**config.mk**
```make
export PLATFORM = sky130hd
export DESIGN_NAME = game_state_decoder_flat
export DESIGN_NICKNAME = d
export VERILOG_FILES = /design/src/rtl/game_state_decoder_if.sv /design/src/rtl/game_state_decoder.sv /design/src/flat_wrapper.sv
export SDC_FILE = /design/constraint.sdc
export NUM_CORES = 1
export LEC_CHECK = 0
export BUFFER_PORTS_ARGS = -buffer_cell sky130_fd_sc_hd__buf_4
export CAP_MARGIN = 5
export CORE_MARGIN = 4
export CORE_UTILIZATION = 45
export CTS_CLUSTER_DIAMETER = 100
export DETAILED_ROUTE_END_ITERATION = 7
export PLACE_DENSITY = 0.67
export RECOVER_POWER = 25
export SETUP_SLACK_MARGIN = 0.3
export SLEW_MARGIN = 20
export SYNTH_ARGS = -nofsm -noshare
export SYNTH_HDL_FRONTEND = slang
export SYNTH_SLANG_ARGS = --single-unit
```
**constraint.sdc**
```tcl
create_clock -name clk -period 2.55 [get_ports clk]
set_input_delay 0.51 -clock clk [delete_from_list [all_inputs] [get_ports clk]]
set_output_delay 0.51 -clock clk [all_outputs]
set_load 0.02 [all_outputs]
```
**src/rtl/game_state_decoder_if.sv**
```systemverilog
// -----------------------------------------------------------------------------
// game_state_decoder_if
// Bundle between the game-flow state encoder (master) and the state decoder
// (slave), plus the decoded outputs consumed by display/gameplay logic.
//   state            encoded game state (master -> slave)
//   state_onehot     one-hot registered state
//   state_enter      one-cycle pulse on entry to a new state
//   countdown_digit  3/2/1 during COUNTDOWN, 0 otherwise
//   go_flash         "GO" indicator after COUNTDOWN -> RACING
//   blink            square wave in PAUSE / FINISH
//   race_sec         elapsed racing seconds (saturating)
//   race_running     registered state is RACING
// -----------------------------------------------------------------------------
interface game_state_decoder_if;
   logic [2:0]  state;
   logic [6:0]  state_onehot;
   logic        state_enter;
   logic [1:0]  countdown_digit;
   logic        go_flash;
   logic        blink;
   logic [12:0] race_sec;
   logic        race_running;

   modport master (
      output state,
      input  state_onehot, state_enter, countdown_digit, go_flash,
             blink, race_sec, race_running
   );

   modport slave (
      input  state,
      output state_onehot, state_enter, countdown_digit, go_flash,
             blink, race_sec, race_running
   );
endinterface

```
**src/rtl/game_state_decoder.sv**
```systemverilog
// -----------------------------------------------------------------------------
// game_state_decoder
// Registers the encoded game state and derives every timing signal the
// display and gameplay blocks need (countdown digit, GO flash, pause/finish
// blink, race seconds timer). All outputs are registered.
// Ports:
//   clk   system clock
//   rst   asynchronous active-low reset
//   bus   game_state_decoder_if.slave (state in, decoded outputs out)
// -----------------------------------------------------------------------------
module game_state_decoder #(
   parameter int SECOND     = 100000000,
   parameter int BLINK_HALF = 50000000,
   parameter int TIME_MAX   = 5999
) (
   input  logic                  clk,
   input  logic                  rst,
   game_state_decoder_if.slave   bus
);

   localparam int CW = (SECOND > 1) ? $clog2(SECOND) : 1;
   localparam int BW = (BLINK_HALF > 1) ? $clog2(BLINK_HALF) : 1;
   localparam logic [CW-1:0] SEC_LAST = CW'(SECOND - 1);
   localparam logic [BW-1:0] BL_LAST  = BW'(BLINK_HALF - 1);
   localparam logic [12:0]   SEC_MAX  = 13'(TIME_MAX);

   typedef enum logic [2:0] {
      ST_IDLE      = 3'd0,
      ST_SETTING   = 3'd1,
      ST_SYNCING   = 3'd2,
      ST_COUNTDOWN = 3'd3,
      ST_RACING    = 3'd4,
      ST_PAUSE     = 3'd5,
      ST_FINISH    = 3'd6
   } game_state_t;

   game_state_t    state_r;
   game_state_t    state_eff_s;
   logic           enter_cd_s;
   logic           stay_cd_s;
   logic           go_start_s;
   logic           stay_race_s;
   logic           enter_pf_s;
   logic           stay_pf_s;

   logic [6:0]     state_onehot_r;
   logic           state_enter_r;
   logic           race_running_r;
   logic [1:0]     digit_r;
   logic [CW-1:0]  cd_cnt_r;
   logic           go_flash_r;
   logic [CW-1:0]  go_cnt_r;
   logic           blink_r;
   logic [BW-1:0]  bl_cnt_r;
   logic [12:0]    race_sec_r;
   logic [CW-1:0]  frac_r;

   function automatic logic [6:0] onehot7(input game_state_t s);
      case (s)
         ST_IDLE:      onehot7 = 7'b0000001;
         ST_SETTING:   onehot7 = 7'b0000010;
         ST_SYNCING:   onehot7 = 7'b0000100;
         ST_COUNTDOWN: onehot7 = 7'b0001000;
         ST_RACING:    onehot7 = 7'b0010000;
         ST_PAUSE:     onehot7 = 7'b0100000;
         ST_FINISH:    onehot7 = 7'b1000000;
         default:      onehot7 = 7'b0000001;
      endcase
   endfunction

   // Sanitise the input state (7 folds onto IDLE) and derive entry/stay flags.
   always_comb begin
      state_eff_s = ST_IDLE;
      if (bus.state == 3'd7) begin
         state_eff_s = ST_IDLE;
      end else begin
         state_eff_s = game_state_t'(bus.state);
      end
      enter_cd_s  = (state_eff_s == ST_COUNTDOWN) && (state_r != ST_COUNTDOWN);
      stay_cd_s   = (state_eff_s == ST_COUNTDOWN) && (state_r == ST_COUNTDOWN);
      go_start_s  = (state_eff_s == ST_RACING)    && (state_r == ST_COUNTDOWN);
      stay_race_s = (state_eff_s == ST_RACING)    && (state_r == ST_RACING);
      // PAUSE -> FINISH counts as a fresh entry, so compare against the exact state.
      enter_pf_s  = ((state_eff_s == ST_PAUSE)  && (state_r != ST_PAUSE)) ||
                    ((state_eff_s == ST_FINISH) && (state_r != ST_FINISH));
      stay_pf_s   = (state_eff_s == state_r) &&
                    ((state_r == ST_PAUSE) || (state_r == ST_FINISH));
   end

   // State register, decoded enables and all derived timers.
   always_ff @(posedge clk or negedge rst) begin
      if (!rst) begin
         state_r        <= ST_IDLE;
         state_onehot_r <= 7'b0000001;
         state_enter_r  <= 1'b0;
         race_running_r <= 1'b0;
         digit_r        <= 2'd0;
         cd_cnt_r       <= {CW{1'b0}};
         go_flash_r     <= 1'b0;
         go_cnt_r       <= {CW{1'b0}};
         blink_r        <= 1'b0;
         bl_cnt_r       <= {BW{1'b0}};
         race_sec_r     <= 13'd0;
         frac_r         <= {CW{1'b0}};
      end else begin
         state_r        <= state_eff_s;
         state_onehot_r <= onehot7(state_eff_s);
         state_enter_r  <= (state_eff_s != state_r);
         race_running_r <= (state_eff_s == ST_RACING);

         // Countdown digit: 3 on entry, one step down per second, floor of 1.
         if (enter_cd_s) begin
            digit_r  <= 2'd3;
            cd_cnt_r <= {CW{1'b0}};
         end else if (stay_cd_s) begin
            if (cd_cnt_r == SEC_LAST) begin
               cd_cnt_r <= {CW{1'b0}};
               if (digit_r > 2'd1) begin
                  digit_r <= digit_r - 2'd1;
               end else begin
                  digit_r <= 2'd1;
               end
            end else begin
               cd_cnt_r <= cd_cnt_r + {{(CW-1){1'b0}}, 1'b1};
            end
         end else begin
            digit_r  <= 2'd0;
            cd_cnt_r <= {CW{1'b0}};
         end

         // GO flash: only a COUNTDOWN -> RACING entry arms it; resuming
         // from PAUSE lands in the final branch and keeps it low.
         if (go_start_s) begin
            go_flash_r <= 1'b1;
            go_cnt_r   <= SEC_LAST;
         end else if (stay_race_s) begin
            if (go_cnt_r == {CW{1'b0}}) begin
               go_flash_r <= 1'b0;
            end else begin
               go_cnt_r <= go_cnt_r - {{(CW-1){1'b0}}, 1'b1};
            end
         end else begin
            go_flash_r <= 1'b0;
            go_cnt_r   <= {CW{1'b0}};
         end

         // Blink: starts high on entry, toggles every half period.
         if (enter_pf_s) begin
            blink_r  <= 1'b1;
            bl_cnt_r <= {BW{1'b0}};
         end else if (stay_pf_s) begin
            if (bl_cnt_r == BL_LAST) begin
               blink_r  <= ~blink_r;
               bl_cnt_r <= {BW{1'b0}};
            end else begin
               bl_cnt_r <= bl_cnt_r + {{(BW-1){1'b0}}, 1'b1};
            end
         end else begin
            blink_r  <= 1'b0;
            bl_cnt_r <= {BW{1'b0}};
         end

         // Race timer: runs only while RACING, holds elsewhere so a pause
         // resumes mid-second.
         if (enter_cd_s || (state_r == ST_IDLE)) begin
            race_sec_r <= 13'd0;
            frac_r     <= {CW{1'b0}};
         end else if (state_r == ST_RACING) begin
            if (frac_r == SEC_LAST) begin
               frac_r <= {CW{1'b0}};
               if (race_sec_r != SEC_MAX) begin
                  race_sec_r <= race_sec_r + 13'd1;
               end else begin
                  race_sec_r <= race_sec_r;
               end
            end else begin
               frac_r <= frac_r + {{(CW-1){1'b0}}, 1'b1};
            end
         end else begin
            race_sec_r <= race_sec_r;
            frac_r     <= frac_r;
         end
      end
   end

   assign bus.state_onehot    = state_onehot_r;
   assign bus.state_enter     = state_enter_r;
   assign bus.countdown_digit = digit_r;
   assign bus.go_flash        = go_flash_r;
   assign bus.blink           = blink_r;
   assign bus.race_sec        = race_sec_r;
   assign bus.race_running    = race_running_r;

endmodule
```
**src/flat_wrapper.sv**
```systemverilog
// flat-port wrapper written by rule: the top's interface ports become plain ports
module game_state_decoder_flat 
#(
   parameter int SECOND     = 100000000,
   parameter int BLINK_HALF = 50000000,
   parameter int TIME_MAX   = 5999
)
  (clk, rst, bus_state, bus_state_onehot, bus_state_enter, bus_countdown_digit, bus_go_flash, bus_blink, bus_race_sec, bus_race_running);
  game_state_decoder_if bus_i ();
  input  logic clk;
  input  logic rst;
  input wire logic [$bits(bus_i.state)-1:0] bus_state;
  output wire logic [$bits(bus_i.state_onehot)-1:0] bus_state_onehot;
  output wire logic [$bits(bus_i.state_enter)-1:0] bus_state_enter;
  output wire logic [$bits(bus_i.countdown_digit)-1:0] bus_countdown_digit;
  output wire logic [$bits(bus_i.go_flash)-1:0] bus_go_flash;
  output wire logic [$bits(bus_i.blink)-1:0] bus_blink;
  output wire logic [$bits(bus_i.race_sec)-1:0] bus_race_sec;
  output wire logic [$bits(bus_i.race_running)-1:0] bus_race_running;
  assign bus_i.state = bus_state;
  assign bus_state_onehot = bus_i.state_onehot;
  assign bus_state_enter = bus_i.state_enter;
  assign bus_countdown_digit = bus_i.countdown_digit;
  assign bus_go_flash = bus_i.go_flash;
  assign bus_blink = bus_i.blink;
  assign bus_race_sec = bus_i.race_sec;
  assign bus_race_running = bus_i.race_running;
  game_state_decoder #(.SECOND(SECOND), .BLINK_HALF(BLINK_HALF), .TIME_MAX(TIME_MAX)) u_core (.clk(clk), .rst(rst), .bus(bus_i));
endmodule
```
==> results of run 1 <==
[power by group through the flow]
stage                     clock, W  sequential (W)  combinational [W]
after global routing       0.00275         0.00223           0.000425
after global placement           0         0.00226           0.000351
after CTS                  0.00265         0.00222           0.000366
after floorplan                  0         0.00226           0.000215
final                      0.00261         0.00223           0.000382
after detailed placement         0         0.00226           0.000358
[repair_timing]
action,4_1_cts,5_1_grt
buffers inserted,0,9
pin swaps,0,3
setup endpoints to repair,28,51
gates resized for setup,7,11
gates cloned,0,1
[logic make-up after synthesis]
kind of cell	synth area share (%)
AOI/OAI and AO/OA	8.36
xor gates and xnor gates	10.7
adders and majority gates	0.911
buffers and inverters	2.30
DFF	49.6
muxes	0.601
and+or+nand+nor	27.5
[cell usage in the layout (no fill, tap or decap), drive strengths merged, types with 3 or more instances in the layout]
cell / synthesis / layout
clkinv: 0 / 7
clkbuf: 13 / 20
xnor2: 37 / 37
a41oi: 3 / 3
and3b: 3 / 3
buf: 10 / 62
nand3: 58 / 58
and2: 5 / 5
or3: 16 / 16
nor3: 20 / 20
inv: 15 / 17
a31oi: 9 / 9
and4: 7 / 7
xor2: 47 / 47
nand4: 25 / 26
nor4: 22 / 22
or2: 4 / 4
mux2i: 3 / 3
nor4b: 5 / 5
nor2: 104 / 104
dfrtp: 135 / 135
nor3b: 4 / 4
nand2: 46 / 46
bufinv: 0 / 4
o21ai: 33 / 33
and3: 17 / 17
a21oi: 25 / 25
or4: 6 / 6
nand3b: 4 / 4
o31ai: 4 / 4
nand2b: 8 / 8
ha: 5 / 5
[area by class of cell]
cell class / count / area [um^2]
timing repair buffer: 64 / 490
clock buffer: 18 / 429
clock inverter: 14 / 199
tap: 184 / 230
multi-input combinational: 545 / 3370
sequential: 136 / 3410
inverter: 15 / 56.3
fill: 1296 / 6570
[layer usage]
| layer | vias up | track usage, % | share of wire [%] |
|---|---|---|---|
| met4 | 0 | 7.29 | 1.4 |
| met2 | 134 | 28.8 | 48 |
| met1 | 2755 | 23.5 | 46 |
| met3 | 23 | 4.36 | 4.2 |
| met5 | - | 0 | 0 |
| li1 | 2689 | - | - |
[cells in the mapped netlist, drive strengths merged, types with 8 or more instances]
| library cell | instances |
|---|---|
| dfrtp | 135 |
| nor2 | 104 |
| nand3 | 58 |
| xor2 | 47 |
| nand2 | 46 |
| xnor2 | 37 |
| o21ai | 33 |
| a21oi | 25 |
| nand4 | 25 |
| nor4 | 22 |
| nor3 | 20 |
| and3 | 17 |
| or3 | 16 |
| inv | 15 |
| clkbuf | 13 |
| buf | 10 |
| a31oi | 9 |
| nand2b | 8 |
[through the flow]
stage | util [%] | power [W]
detailed placement | 50.3 | 0.00262
global route | 55.5 | 0.00541
floorplan | - | 0.00248
global placement | 50.3 | 0.00261
CTS | 54.8 | 0.00524
finish | 55.5 | 0.00522
[sequential cells by signal (all words and copies together) (netlist names)]
register                    flops
u_core.bus.go_flash             1
u_core.bus.state_enter          1
u_core.bus.countdown_digit      2
u_core.bus.state_onehot         7
u_core.bus.blink                1
u_core.cd_cnt_r                27
u_core.frac_r                  27
u_core.state_r                  3
u_core.bus.race_running         1
u_core.bus.race_sec            13
u_core.bl_cnt_r                26
u_core.go_cnt_r                27
[worst min path at each step]
stage	start	to	slack (ns)
global placement	u_core.cd_cnt_r[0]$_DFF_PN0_	u_core.cd_cnt_r[0]$_DFF_PN0_	0.47
detailed placement	u_core.cd_cnt_r[0]$_DFF_PN0_	u_core.cd_cnt_r[0]$_DFF_PN0_	0.49
floorplan	rst	u_core.bl_cnt_r[0]$_DFF_PN0_	0.21
finish	bus_state[0]	u_core.bus.state_onehot[4]$_DFF_PN0_	0.34
global route	bus_state[0]	u_core.bus.state_onehot[4]$_DFF_PN0_	0.36
CTS	rst	u_core.bl_cnt_r[15]$_DFF_PN0_	0.10
==> results.md, run 1 <==
* Outcome: finished, violations left
* Failing checks: max-capacitance violations, max-slew violations
* Core ar. at 0.0148 mm^2
* Synth top area share at 49.2%
* Synth unique cells at 61
* Max_cap viols at 1
* Fin area at 0.00819 mm^2
* Critical path type: flop to flop
* Crit share post-route at 86.6%
* Crit. End Element: flop
* Initial DRC Count at 401
* CTS Buffer Depth at 2
* First-pass DRT Iterations at 5
* Static Leak at 3.56 nW
* Setup-failing EPs final at 0
* Clock Latency Late Sink at 0.42 ns
* Worst r2r src: u_core.frac_r[0]$_DFFE_PN0P_
* Slew headroom at -10.5%
* Clock sink count at 136
* PortBufs at 30
* Nets at 789
* Minimum clock period at 2.21 ns
* WP depth at 7
* Post-synth top area cell: dfrtp_1
* Synthesized instance count at 718
* Post-synth ARST share at 100%
* Post-route ant nets at 0
* Top FF cell, synth: dfrtp_1
* TritonCTS clock tree: built
* RSZ-0062 raised after global routing: true
* Hold WC Path Type: primary input to flop
* Layout Cells excl Fill at 976
* Switching pwr at 0.00123 W
* Critical Path Start: u_core.frac_r[0]$_DFFE_PN0P_
* Sw frac at 23.6%
* Critical R2R Capture: u_core.bus.race_sec[8]$_DFFE_PN0P_
* FP Rows at 44
* GP Congestion at 0.837
* DP Cell Count at 934
* Post-synth EDFFs at 0
* Vias per cell at 5.74
* Setup TNS at 0 ns
* CP Data Required Time at 2.89 ns
* Arr. time, crit path at 2.55 ns
* Synthesized area at 0.00687 mm^2
* Drt wl/cell at 15.9 um
* Crit path max-delay family: simple AND/OR/NAND/NOR gates
* Synth top area cells: dfrtp_1 49%, xor2_1 6.0%, nor2_1 5.7%
* Sequential Power Share at 42.6%
* DRC Markers at 0
* Synthesized Nets at 728
* Clock network power share at 50.0%
* GRT overflow at 0
* Hold Buf Count CTS at 0
* Max-slew violations at 67
* Vias in the first global route at 5494
* Worst R2R Setup Slack at 0.34 ns
* Syn-to-layout area delta at 19.2%
* Initial antenna violation count at 0
* Full die area at 0.0173 mm^2
* Setup WS post-layout at 0.341 ns
* Critical Path Max Stage Delay at 0.43 ns
* Die Ht at 132 um
* Final Hold Viols at 0
* First-pass GRT wire length at 25900 um
* Register area share after synthesis at 49.6%
* Layout Skew at 0.00937 ns
* Max IR drop VDD at 0.000527 V
* Crit path to: u_core.bus.race_sec[8]$_DFFE_PN0P_
* Cts bufs inserted at 17
* DRT Wirelength at 15600 um
* I/O pins at 31
* Pin slew with the least headroom to its limit at 1.66 ns
* Chip Width at 132 um
* Largest net degree at the start of global routing at 68
* Setup WS pre-CTS at 0.152 ns
* WHS Path Cells at 2
* Worst path buffer plus inverter count at 1
* Startpoint Class: flop
* Mean Syn Cell Area at 9.56 um^2
* Clock slew at reported path FFs at 0.06 ns
* Comb pwr share at 7.3%
* CP max stage cell: dfrtp_1
* Vias at 5601
* Worst hold slack at 0.344 ns
* Post-Place Cell Area at 0.00742 mm^2
* Cell-internal power at 0.00398 W
* ANT cells at 0
* Starting Density at 46.5%
* Worst-path cell chain: ha_2 -> and4_2 -> and4_4 -> nand4_4 -> buf_4 -> or3_1 -> a21oi_1
* Max FO, Critical Path at 5
* Worst reg2reg path depth at 7
* Gr usage total at 18.0%
* Power Dens Cells at 637 mW/mm^2
* Share of cells above drive strength 1 at 15.4%
* Register bit count reported by yosys at 136
* Syn. warnings at 0
* Detailed Place HPWL at 10200 um
* Clock root cell: clkbuf_16
* # H-tree levels at 4
* Peak Freq at 453 MHz
No activity file was read; power rests on OpenSTA's default activity.
==> run 2, diff against run 1 <==
--- a/config.mk
+++ b/config.mk
@@ -13,6 +13,7 @@
 export DETAILED_ROUTE_END_ITERATION = 7
 export PLACE_DENSITY = 0.67
 export RECOVER_POWER = 25
+export REMOVE_ABC_BUFFERS = 1
 export SETUP_SLACK_MARGIN = 0.3
 export SLEW_MARGIN = 20
 export SYNTH_ARGS = -nofsm -noshare
==> constraint.sdc (replaced) <==
create_clock -name clk -period 2.55 [get_ports clk]
set_input_delay 0.51 -clock clk [delete_from_list [all_inputs] [get_ports clk]]
set_output_delay 0.51 -clock clk [all_outputs]
set_load 0.05 [all_outputs]
==> results.md, run 2 (synthesized netlist as in run 1, its figures left out) <==
* Detailed Place HPWL at 10400 um (+1.4%)
* Fin util at 55.1% (-0.37 points)
* Arr. time, crit path at 2.50 ns (-0.05 ns)
* PortBufs at 30 (unchanged)
* Pin slew with the least headroom to its limit at 1.42 ns (-0.241 ns)
* Cts bufs inserted at 17 (unchanged)
* Multi-input logic area at 0.00339 mm^2 (+0.37%)
* First-pass DRT Iterations at 5 (unchanged)
* Final Hold Viols at 0 (unchanged)
* Clock root cell: clkbuf_16
* CTS Buffer Depth at 2 (unchanged)
* TritonCTS clock tree: built
* Top Registers: u_core.cd_cnt_r: 27 flops, u_core.frac_r: 27 flops, u_core.go_cnt_r: 27 flops
* FF+latch area at 0.00341 mm^2 (unchanged)
* CP max stage cell: dfrtp_2
* Outcome: complete, no violations
* Crit share post-route at 84.7% (-1.9 points)
* Most frequent cells in the layout: 134 x dfrtp_1, 103 x nor2_1, 57 x nand3_1
* Comb pwr share at 7.9% (+0.6 points)
* Critical path type: flop to flop
* Die Ht at 132 um (unchanged)
* Post-route ant nets at 0 (unchanged)
* Layout Skew at 0.00823 ns (-0.00114 ns)
* Worst-path cell chain: nand4_1 -> nor4_4 -> buf_4 -> nand4_4 -> buf_4 -> or3_1 -> a21oi_1
* Worst R2R Setup Slack at 0.39 ns (+0.05 ns)
* Core ar. at 0.0148 mm^2 (unchanged)
* Setup-failing EPs final at 0 (unchanged)
* Initial antenna violation count at 0 (unchanged)
* GRT overflow at 0 (unchanged)
* Share of cells above drive strength 1 at 15.0% (-0.41 points)
* Worst hold slack at 0.345 ns (+0.00164 ns)
* GP Congestion at 0.829 (-1.0%)
* Commonest non-fill, non-tap cell in the layout: dfrtp_1
* # H-tree levels at 4 (unchanged)
* Drt wl/cell at 15.7 um (-1.7%)
* Largest net degree at the start of global routing at 56 (-18%)
* Max_cap viols at 0 (-1)
* Pwr Total at 0.00514 W (-1.5%)
* Hold WC Path Type: primary input to flop
* FP Rows at 44 (unchanged)
* DRC Markers at 0 (unchanged)
* Static Leak at 3.52 nW (-0.95%)
* Syn-to-layout area delta at 18.4%
* Initial DRC Count at 443 (+10%)
* Crit. End Element: flop
* Max IR drop VDD at 0.000449 V (-15%)
* Clock sink count at 136 (unchanged)
* Max-slew violations at 0 (-100%)
* Vias at 5530 (-1.3%)
* Cell-internal power at 0.00388 W (-2.7%)
* Post-Place Cell Area at 0.00741 mm^2 (-0.20%)
* Setup TNS at 0 ns (unchanged)
* Switching pwr at 0.00126 W (+2.2%)
* Critical Path Max Stage Delay at 0.41 ns (-0.02 ns)
* Clock Latency Late Sink at 0.43 ns (about the same)
* DRT Wirelength at 15200 um (-2.2%)
* Fin area at 0.00813 mm^2 (-0.67%)
* Minimum clock period at 2.16 ns (-0.0495 ns)
* ANT cells at 0 (unchanged)
* First-pass GRT wire length at 25800 um (-0.43%)
* Gr usage total at 17.8% (-0.17 points)
* Max FO, Critical Path at 13 (+8)
* Full die area at 0.0173 mm^2 (unchanged)
* Sequential Power Share at 43.3% (+0.7 points)
* Startpoint Class: flop
* Starting Density at 46.5% (unchanged)
* Slew headroom at 5.51% (+16 points)
* Nets at 784 (-0.63%)
* Peak Freq at 463 MHz (+2.3%)
* Vias per cell at 5.70 (-0.76%)
* Hold Buf Count CTS at 0 (unchanged)
* I/O pins at 31 (unchanged)
* CP Data Required Time at 2.89 ns (about the same)
* Clock network power share at 48.9% (-1.1 points)
* Vias in the first global route at 5367 (-2.3%)
* Power Dens Cells at 632 mW/mm^2 (-0.85%)
* Fillcell total at 1320 (+1.9%)
* RSZ-0062 raised after global routing: false
* Chip Width at 132 um (unchanged)
* Sw frac at 24.5% (+0.90 points)
* Worst path most repeated cell: buf_4
* Clock slew at reported path FFs at 0.06 ns (about the same)
[run 2: through the flow]
stage / cells / setup WS (ns)
floorplan: 695 / 0.283
global placement: 932 / 0.294
detailed placement: 932 / 0.208
finish: 971 / 0.391
global route: 971 / 0.274
CTS: 964 / 0.301
[run 2: layout make-up]
class	instances	share of cell area, %
sequential	136	41.9
multi-input combinational	545	41.7
timing repair buffer	59	5.52
clock buffer	17	5.23
tap	184	2.83
clock inverter	15	2.17
inverter	15	0.693
[run 2: power groups by stage]
stage,clock (W),combinational (W),sequential [W]
after floorplan,0,0.000201,0.00229
after global placement,0,0.000372,0.00226
after detailed placement,0,0.000382,0.00226
after CTS,0.00255,0.000386,0.00223
after global routing,0.00267,0.000447,0.00223
final,0.00251,0.000405,0.00222
[run 2: final timing paths]
kind                                                   start                                   end  cells past startpoint
min in group asynchronous                                rst       u_core.go_cnt_r[12]$_DFFE_PN0P_                      1
worst max-delay path            u_core.frac_r[7]$_DFFE_PN0P_    u_core.bus.race_sec[6]$_DFFE_PN0P_                      7
worst max register to register  u_core.frac_r[7]$_DFFE_PN0P_    u_core.bus.race_sec[6]$_DFFE_PN0P_                      7
worst min-delay path                            bus_state[1]  u_core.bus.state_onehot[4]$_DFF_PN0_                      2
max in group asynchronous                                rst          u_core.frac_r[7]$_DFFE_PN0P_                      2
worst min register to register  u_core.cd_cnt_r[0]$_DFF_PN0_          u_core.cd_cnt_r[0]$_DFF_PN0_                      1
[run 2: per-layer routing]
| layer | track usage (%) | part of all wire [%] | vias to the layer above |
|---|---|---|---|
| li1 | - | - | 2678 |
| met1 | 24.4 | 48 | 2709 |
| met2 | 27.8 | 47 | 116 |
| met3 | 3.40 | 3.5 | 27 |
| met4 | 7.41 | 1.9 | 0 |
| met5 | 0 | 0 | - |
[run 2: worst max-delay path: cells and delay by family, from the launching register on]
| kind | cells | cell delay, ns |
|---|---|---|
| buffers and inverters | 2 | 0.41 |
| AO/OA/AOI/OAI | 1 | 0.17 |
| AND/OR/NAND/NOR | 4 | 1.09 |
| flip-flops | 1 | 0.41 |
[run 2: timing repair]
item	in CTS	in global routing
buffers inserted	0	6
pin swaps	0	3
setup endpoints to repair	50	57
resized for setup	4	12
cloned	0	1
